`src/rtl/kernel_driver_pkg.sv`:
```
// Shared types for the kernel request driver: FSM state encoding and the
// per-vector record stored in the operand table.
package kernel_driver_pkg;

  localparam int DRV_WIDTH = 32;

  typedef enum logic [1:0] {
    IDLE,
    ISSUE,
    WAIT,
    FIN
  } drv_state_t;

  typedef struct packed {
    logic [DRV_WIDTH-1:0] x;
    logic [DRV_WIDTH-1:0] y;
    logic [DRV_WIDTH-1:0] exp;
  } drv_vec_t;

endpackage

```
`src/rtl/kernel_vec_mem.sv`:
```
// Operand/expected-result table. Flops rather than RAM so the read port is
// combinational and the selected operands reach the kernel in the same cycle.
module kernel_vec_mem
  import kernel_driver_pkg::*;
#(
  parameter int DEPTH = 8,
  parameter int AW    = $clog2(DEPTH)
) (
  input  logic          clk,
  input  logic          we_i,
  input  logic [AW-1:0] waddr_i,
  input  drv_vec_t      wdata_i,
  input  logic [AW-1:0] raddr_i,
  output drv_vec_t      rdata_o
);

  drv_vec_t mem_q [DEPTH];

  // Single write port; contents are deliberately left unreset.
  always_ff @(posedge clk) begin
    if (we_i) mem_q[waddr_i] <= wdata_i;
  end

  assign rdata_o = mem_q[raddr_i];

endmodule

```
`src/rtl/kernel_driver.sv`:
```
// Request-side driver for single-result compute kernels. Walks the vector
// table, issues one request at a time, checks each result against the stored
// expectation and reports pass/fail totals, first failing index and timeout.
module kernel_driver
  import kernel_driver_pkg::*;
#(
  parameter int WIDTH   = 32,
  parameter int DEPTH   = 8,
  parameter int TIMEOUT = 4096
) (
  input  logic                     clk,
  input  logic                     reset,
  input  logic                     vec_we,
  input  logic [$clog2(DEPTH)-1:0] vec_addr,
  input  logic [WIDTH-1:0]         vec_x,
  input  logic [WIDTH-1:0]         vec_y,
  input  logic [WIDTH-1:0]         vec_exp,
  input  logic [$clog2(DEPTH):0]   num_vec,
  input  logic                     start,
  input  logic                     input_ready,
  output logic                     input_valid,
  output logic [WIDTH-1:0]         x,
  output logic [WIDTH-1:0]         y,
  input  logic                     output_valid,
  input  logic [WIDTH-1:0]         res,
  output logic                     busy,
  output logic                     done,
  output logic [$clog2(DEPTH):0]   pass_cnt,
  output logic [$clog2(DEPTH):0]   fail_cnt,
  output logic [$clog2(DEPTH)-1:0] first_fail,
  output logic                     timeout
);

  localparam int AW = $clog2(DEPTH);
  localparam int CW = AW + 1;
  localparam int TW = $clog2(TIMEOUT);
  localparam logic [TW-1:0] TO_LAST = TW'(TIMEOUT - 1);
  localparam logic [CW-1:0] DEPTH_C = CW'(DEPTH);

  drv_state_t       state_q, state_d;
  logic [AW-1:0]    idx_q;
  logic [CW-1:0]    num_q;
  logic [CW-1:0]    num_start;
  logic [TW-1:0]    wcnt_q;
  logic [WIDTH-1:0] exp_q;
  logic [CW-1:0]    pass_q, fail_q;
  logic [AW-1:0]    ff_q;
  logic             to_q;
  drv_vec_t         wr_vec, rd_vec;
  logic             xfer, resp, expired, last_vec, miss;

  kernel_vec_mem #(.DEPTH(DEPTH)) u_mem (
    .clk     (clk),
    .we_i    (vec_we && (state_q == IDLE)),
    .waddr_i (vec_addr),
    .wdata_i (wr_vec),
    .raddr_i (idx_q),
    .rdata_o (rd_vec)
  );

  assign wr_vec = '{x: DRV_WIDTH'(vec_x), y: DRV_WIDTH'(vec_y), exp: DRV_WIDTH'(vec_exp)};

  // A requested count of 0 runs one vector; anything above DEPTH runs the whole table.
  assign num_start = (num_vec == '0)     ? CW'(1)  :
                     (num_vec > DEPTH_C) ? DEPTH_C : num_vec;

  assign xfer     = (state_q == ISSUE) && input_ready;
  assign resp     = (state_q == WAIT) && output_valid;
  assign expired  = (state_q == WAIT) && !output_valid && (wcnt_q == TO_LAST);
  assign last_vec = (({1'b0, idx_q} + CW'(1)) == num_q);
  assign miss     = (resp && (res != exp_q)) || expired;

  // State register.
  always_ff @(posedge clk) begin
    if (reset) state_q <= IDLE;
    else       state_q <= state_d;
  end

  // Next-state: one request outstanding at a time; a timeout abandons the run.
  always_comb begin
    state_d = state_q;
    case (state_q)
      IDLE:  if (start) state_d = ISSUE;
      ISSUE: if (input_ready) state_d = WAIT;
      WAIT: begin
        if (output_valid)  state_d = last_vec ? FIN : ISSUE;
        else if (expired)  state_d = FIN;
      end
      FIN:     state_d = IDLE;
      default: state_d = IDLE;
    endcase
  end

  // Outputs decoded from state; operands are zero outside ISSUE.
  always_comb begin
    input_valid = 1'b0;
    x           = '0;
    y           = '0;
    busy        = 1'b1;
    done        = 1'b0;
    case (state_q)
      IDLE: busy = 1'b0;
      ISSUE: begin
        input_valid = 1'b1;
        x           = rd_vec.x[WIDTH-1:0];
        y           = rd_vec.y[WIDTH-1:0];
      end
      FIN:     done = 1'b1;
      default: ;
    endcase
  end

  // Run bookkeeping: index, wait counter and the result registers.
  always_ff @(posedge clk) begin
    if (reset) begin
      idx_q  <= '0;
      num_q  <= '0;
      wcnt_q <= '0;
      pass_q <= '0;
      fail_q <= '0;
      ff_q   <= '0;
      to_q   <= 1'b0;
    end else begin
      case (state_q)
        IDLE: begin
          if (start) begin
            idx_q  <= '0;
            num_q  <= num_start;
            pass_q <= '0;
            fail_q <= '0;
            ff_q   <= '0;
            to_q   <= 1'b0;
          end
        end
        ISSUE: if (input_ready) wcnt_q <= '0;
        WAIT: begin
          wcnt_q <= wcnt_q + TW'(1);
          if (resp && !miss) pass_q <= pass_q + CW'(1);
          if (miss) begin
            fail_q <= fail_q + CW'(1);
            if (fail_q == '0) ff_q <= idx_q;
          end
          if (expired) to_q <= 1'b1;
          if (resp && !last_vec) idx_q <= idx_q + AW'(1);
        end
        default: ;
      endcase
    end
  end

  // Expected value captured when the request is accepted by the kernel.
  always_ff @(posedge clk) begin
    if (xfer) exp_q <= rd_vec.exp[WIDTH-1:0];
  end

  assign pass_cnt   = pass_q;
  assign fail_cnt   = fail_q;
  assign first_fail = ff_q;
  assign timeout    = to_q;

endmodule
```
`config.mk`:
```
export PLATFORM = sky130hd
export DESIGN_NAME = kernel_driver
export DESIGN_NICKNAME = d
export VERILOG_FILES = /design/src/rtl/kernel_driver_pkg.sv /design/src/rtl/kernel_vec_mem.sv /design/src/rtl/kernel_driver.sv
export SDC_FILE = /design/constraint.sdc
export NUM_CORES = 1
export LEC_CHECK = 0
export BUFFER_PORTS_ARGS = -buffer_cell sky130_fd_sc_hd__buf_2
export CORE_MARGIN = 2
export CORE_UTILIZATION = 33
export DETAILED_ROUTE_END_ITERATION = 16
export GPL_ROUTABILITY_DRIVEN = 0
export MAX_ROUTING_LAYER = met4
export PLACE_DENSITY = 0.52
export SYNTH_ARGS = -nofsm -noshare
export SYNTH_HDL_FRONTEND = slang
export SYNTH_SLANG_ARGS = --single-unit
```
`constraint.sdc`:
```
create_clock -name clk -period 12 [get_ports clk]
set_input_delay 1.8 -clock clk [delete_from_list [all_inputs] [get_ports clk]]
set_output_delay 1.8 -clock clk [all_outputs]
set_load 0.01 [all_outputs]
```
# After elaboration in Yosys (flattened, before gate mapping)

Memories as Yosys holds them, arrays and structs flattened. A register that Yosys moved wholly into a read port is not among the register bits.
Cells that the tools add are included.

Register bits after elaboration: 65
RAM bits: 768
Bits of input ports: 141
Output and inout port bits: 79
Memories: 1

Memory list:

| memory      | words | width | rd ports | clocked after memory_dff | write ports | line                 | source |
|---|---|---|---|---|---|---|---|
| u_mem.mem_q | 8     | 96    | 1        | 1                        | 1           | kernel_vec_mem.sv:17 | `drv_vec_t mem_q [DEPTH];` |

Add/sub/neg operators: 5
Magnitude comparators: 1
Eq/ne operators: 14
Multiplexer cells: 33
Reductions and logical operators: 25

Operators with widths:

| operator              | count |
|---|---|
| $mux 32               | 2 |
| $ne 32x32->1          | 1 |
| $pmux 12 s2           | 1 |
| $mux 4                | 5 |
| $mux 3                | 6 |
| $pmux 4 s2            | 2 |
| $reduce_and 3->1      | 5 |
| $add 12x1->12 const B | 1 |
| $eq 12x12->1 const B  | 1 |
| $mux 12               | 1 |
| $pmux 3 s2            | 2 |
| $mux 2                | 5 |
| $add 4x1->4 const B   | 2 |
| $logic_and 1x1->1     | 8 |
| $logic_not 4->1       | 2 |
| $ne 2x2->1 const B    | 4 |
| $pmux 2 s4            | 1 |
| $mux 1                | 7 |
| $ne 2x1->1 const B    | 3 |
| $add 3x1->4 const B   | 1 |
| $eq 2x2->1 const B    | 2 |
| $eq 4x4->1            | 1 |
| $gt 4x4->1 const B    | 1 |
| $reduce_and 2->1      | 2 |
| other kinds (9)       | 12 |

# Longest topological paths before layout

Depth in word-level cells: 8
Depth in mapped cells: 8

# Modules after synthesis

From an unflattened synthesis, not the netlist that was laid out.

Cell total of the unflattened synthesis: 1474
Area, all modules: 32301.0 um^2

By module, submodules not included:

| module         | instances | cells an instance | area each (um^2) | seq. area each (um^2) |
|---|---|---|---|---|
| kernel_vec_mem | 1         | 1123              | 28884.0          | 23062.1 |
| kernel_driver  | 1         | 351               | 3417.0           | 1621.6 |

# Worst setup path after synthesis

No wires, ideal clock.

Kind: input to register
Start point: input vec_addr[0]
End point: memory u_mem.mem_q[0][0] (netlist name), enable pin
Setup time: 0.670 ns
Data arrival time: 8.512 ns
Path slack: 2.819 ns
Stages: 2
Buffers on the path: 0
Cells stage by stage: nand3b_1 -> nor3_1

RTL lines:

| item            | line                 | source |
|---|---|---|
| start, declared | kernel_driver.sv:14  | `input logic [$clog2(DEPTH)-1:0] vec_addr,` |
| end, declared   | kernel_vec_mem.sv:17 |  |

No word-level cell before the write port.

==> metrics <==
status completed; Worst setup EP type output port; Seq/Total Area, Yosys 77.3%; syn nets 1631; internal power 4900 uW; Die ar. 99500 um2; switching fraction of total power 20.9%; gr ovfl total 0; IO buf count 219; LEAKAGE 0.0118 uW; worst vdd ir 0.123 mV; Clock Sinks 836; Worst Path Required 10.20 ns; EDFF count, synth 800; routed len/inst 23.9 um; setup TNS 0 ns; Hold Path Class reg -> reg; Post-CTS Setup Inserts 0; R2R setup slack 8.54 ns; Max-Cap Viols 0; Area Growth Syn to Fin 17.7%; Post-synth ARST share 0%; Clock transition at path regs 0.06 ns; initial antenna violation count 23; worst relative slew slack 29.3%; Post-CTS Hold Buffers 0; 1st-iter DRT viols 1038; Yosys warning total 0; floorplan row count 114; Gate Count Post-Synth 1485; fraction of layout cells with a size suffix above 1 33.6%; Die Wd 315 um; Post-Syn Area per Cell 21.6 um2; Reg power frac 52.8%; Worst EP arrival 4.11 ns; area leader, netlist edfxtp_1; Power per Cell Area 165 nW/um2; I/O pins 220; Peak Freq 169 MHz; Final Max Tran Viols 0; CTS H-tree lvls 3; Starting Density 33.2%; largest net degree at the start of global routing 97; Worst Setup Slack, final 6.09 ns; via count 15300; DP Wirelength 40500 um; Netlist cell types 43; pre-CTS setup slack 6.65 ns; first-pass GRT wire length 110000 um; Final Instance Area 37700 um2; root buffer cell clkbuf_16; commonest non-fill, non-tap cell in the layout edfxtp_1; core area 96400 um2; Layout Skew 0.0252 ns; Final Hold Vio Count 0; Syn Std Cell Area 32000 um2; worst r2r dst u_mem.mem_q[4][20]; CTS Buf Count 90; Worst Reg2Reg Path Length in Cells 5; Comb pwr share 3.5%; clock share of power 43.7%; Final period util 49.3%; reg2reg start state_q[0]; buffer depth of the longest clock path 3; Synth top area share 75.0%; Least-Margin Pin Slew 1.06 ns; net switching power 1300 uW; DRC Markers 0; placed cell areas 34700 um2; number of global-route vias before repair 16500; nets 1897; synthesized flop and latch total 836; # resized after CTS 0; Die Height 315 um; ys flop type edfxtp_1; Worst-Skew Late Latency 0.65 ns; Final ANT Viol Nets 0; RSZ-0062 raised after global routing false; final WL 74500 um; GRT Util Overall 15.5%; TritonCTS clock tree built; CP Launch Type flop; minimum clock period 5.91 ns; hold path depth 1; top post-synthesis cells by area edfxtp_1 (75%), mux4_2 (14%), dfxtp_1 (2.3%), mux2i_1 (2.2%), nor2_1 (1.2%); Crit Path Class reg -> out; crit path to x[15]; CP Max Fanout 54; commonest cells after routing, fill and taps aside edfxtp_1 (800), buf_2 (219), mux4_2 (192), nor2_1 (94), clkbuf_16 (91); Vias/cell 4.92; Final Setup Violations 0; first drt pass iteration count 5
[area by class of cell]
| cell class | instances | area [um2] |
|---|---|---|
| sequential | 836 | 24800 |
| clock buffer | 108 | 2340 |
| multi-input combinational | 572 | 7010 |
| inverter | 8 | 30.0 |
| tap | 1276 | 1600 |
| clock inverter | 57 | 586 |
| fill | 8762 | 58800 |
| antenna | 13 | 32.5 |
| timing repair buffer | 243 | 1310 |
[per-stage QoR]
step / power, uW / cells / hold WS (ns) / utilization, %
final: 6200 / 3113 / 0.466 / 39.1
after global routing: 6420 / 3111 / 0.499 / 39.1
after global placement: 3550 / 2935 / 0.451 / 36.0
after CTS: 6300 / 3100 / 0.474 / 39.0
after floorplan: 3440 / 1485 / 0.448 / -
after detailed placement: 3560 / 2935 / 0.462 / 36.0
[worst max-delay path, stage by stage, from the launching register on]
cell,delay [ns]
dfxtp_4,0.82
buf_4,0.70
buf_4,0.78
mux4_2,0.42
mux2i_1,0.34
nor2_1,0.08
buf_2,0.17
[sequential cells by signal, summed over array words and instances, names as in the netlist, named ones only]
signal and count:
fail_cnt 4, idx_q 3, exp_q 32, first_fail 3, num_q 4, state_q 2
timeout 1, u_mem.mem_q 768, wcnt_q 12, pass_cnt 4
[layer usage]
metal	vias to the layer above	track usage, %	wire length [um]
li1	6668	-	-
met1	8176	19.9	32000
met2	371	25.2	36700
met3	116	3.65	4310
met4	0	3.27	1360
met5	-	-	0
[worst min path at each step]
stage	startpoint	to	slack (ns)
3_5_place_dp	timeout	timeout	0.46
4_1_cts	timeout	timeout	0.47
3_3_place_gp	timeout	timeout	0.45
6_report	timeout	timeout	0.47
2_1_floorplan	wcnt_q[11]	wcnt_q[11]	0.45
5_1_grt	wcnt_q[11]	wcnt_q[11]	0.50
[synthesized netlist by cell type (11+ instances only)]
master	count
nor3_1	13
mux2i_1	69
buf_2	18
a21oi_1	14
nand2_1	21
edfxtp_1	800
xor2_1	39
o21ai_0	11
mux4_2	192
mux2_2	32
nor2_1	100
clkbuf_1	40
dfxtp_1	36
[logic make-up (layout without fill, tap and decap cells)]
family                     count (synthesis)  count (layout)  share of synthesized area [%]
buffers and inverters                     77             416                          0.997
adders and majority gates                  5               5                          0.195
xor gates and xnor gates                  44              44                           1.20
DFF                                      836             836                           77.3
other                                      0              13                              0
and+or+nand+nor                          190             190                           2.77
AOI/OAI and AO/OA                         40              40                          0.747
muxes                                    293             293                           16.8
[power by group through the flow]
| stage | registers [uW] | logic, uW | clock network [uW] |
|---|---|---|---|
| 2_1_floorplan | 3340 | 100 | 0 |
| 3_3_place_gp | 3330 | 217 | 0 |
| 3_5_place_dp | 3340 | 223 | 0 |
| 4_1_cts | 3270 | 223 | 2800 |
| 5_1_grt | 3280 | 238 | 2900 |
| 6_report | 3270 | 216 | 2710 |
No activity file was read; power rests on OpenSTA's default activity.
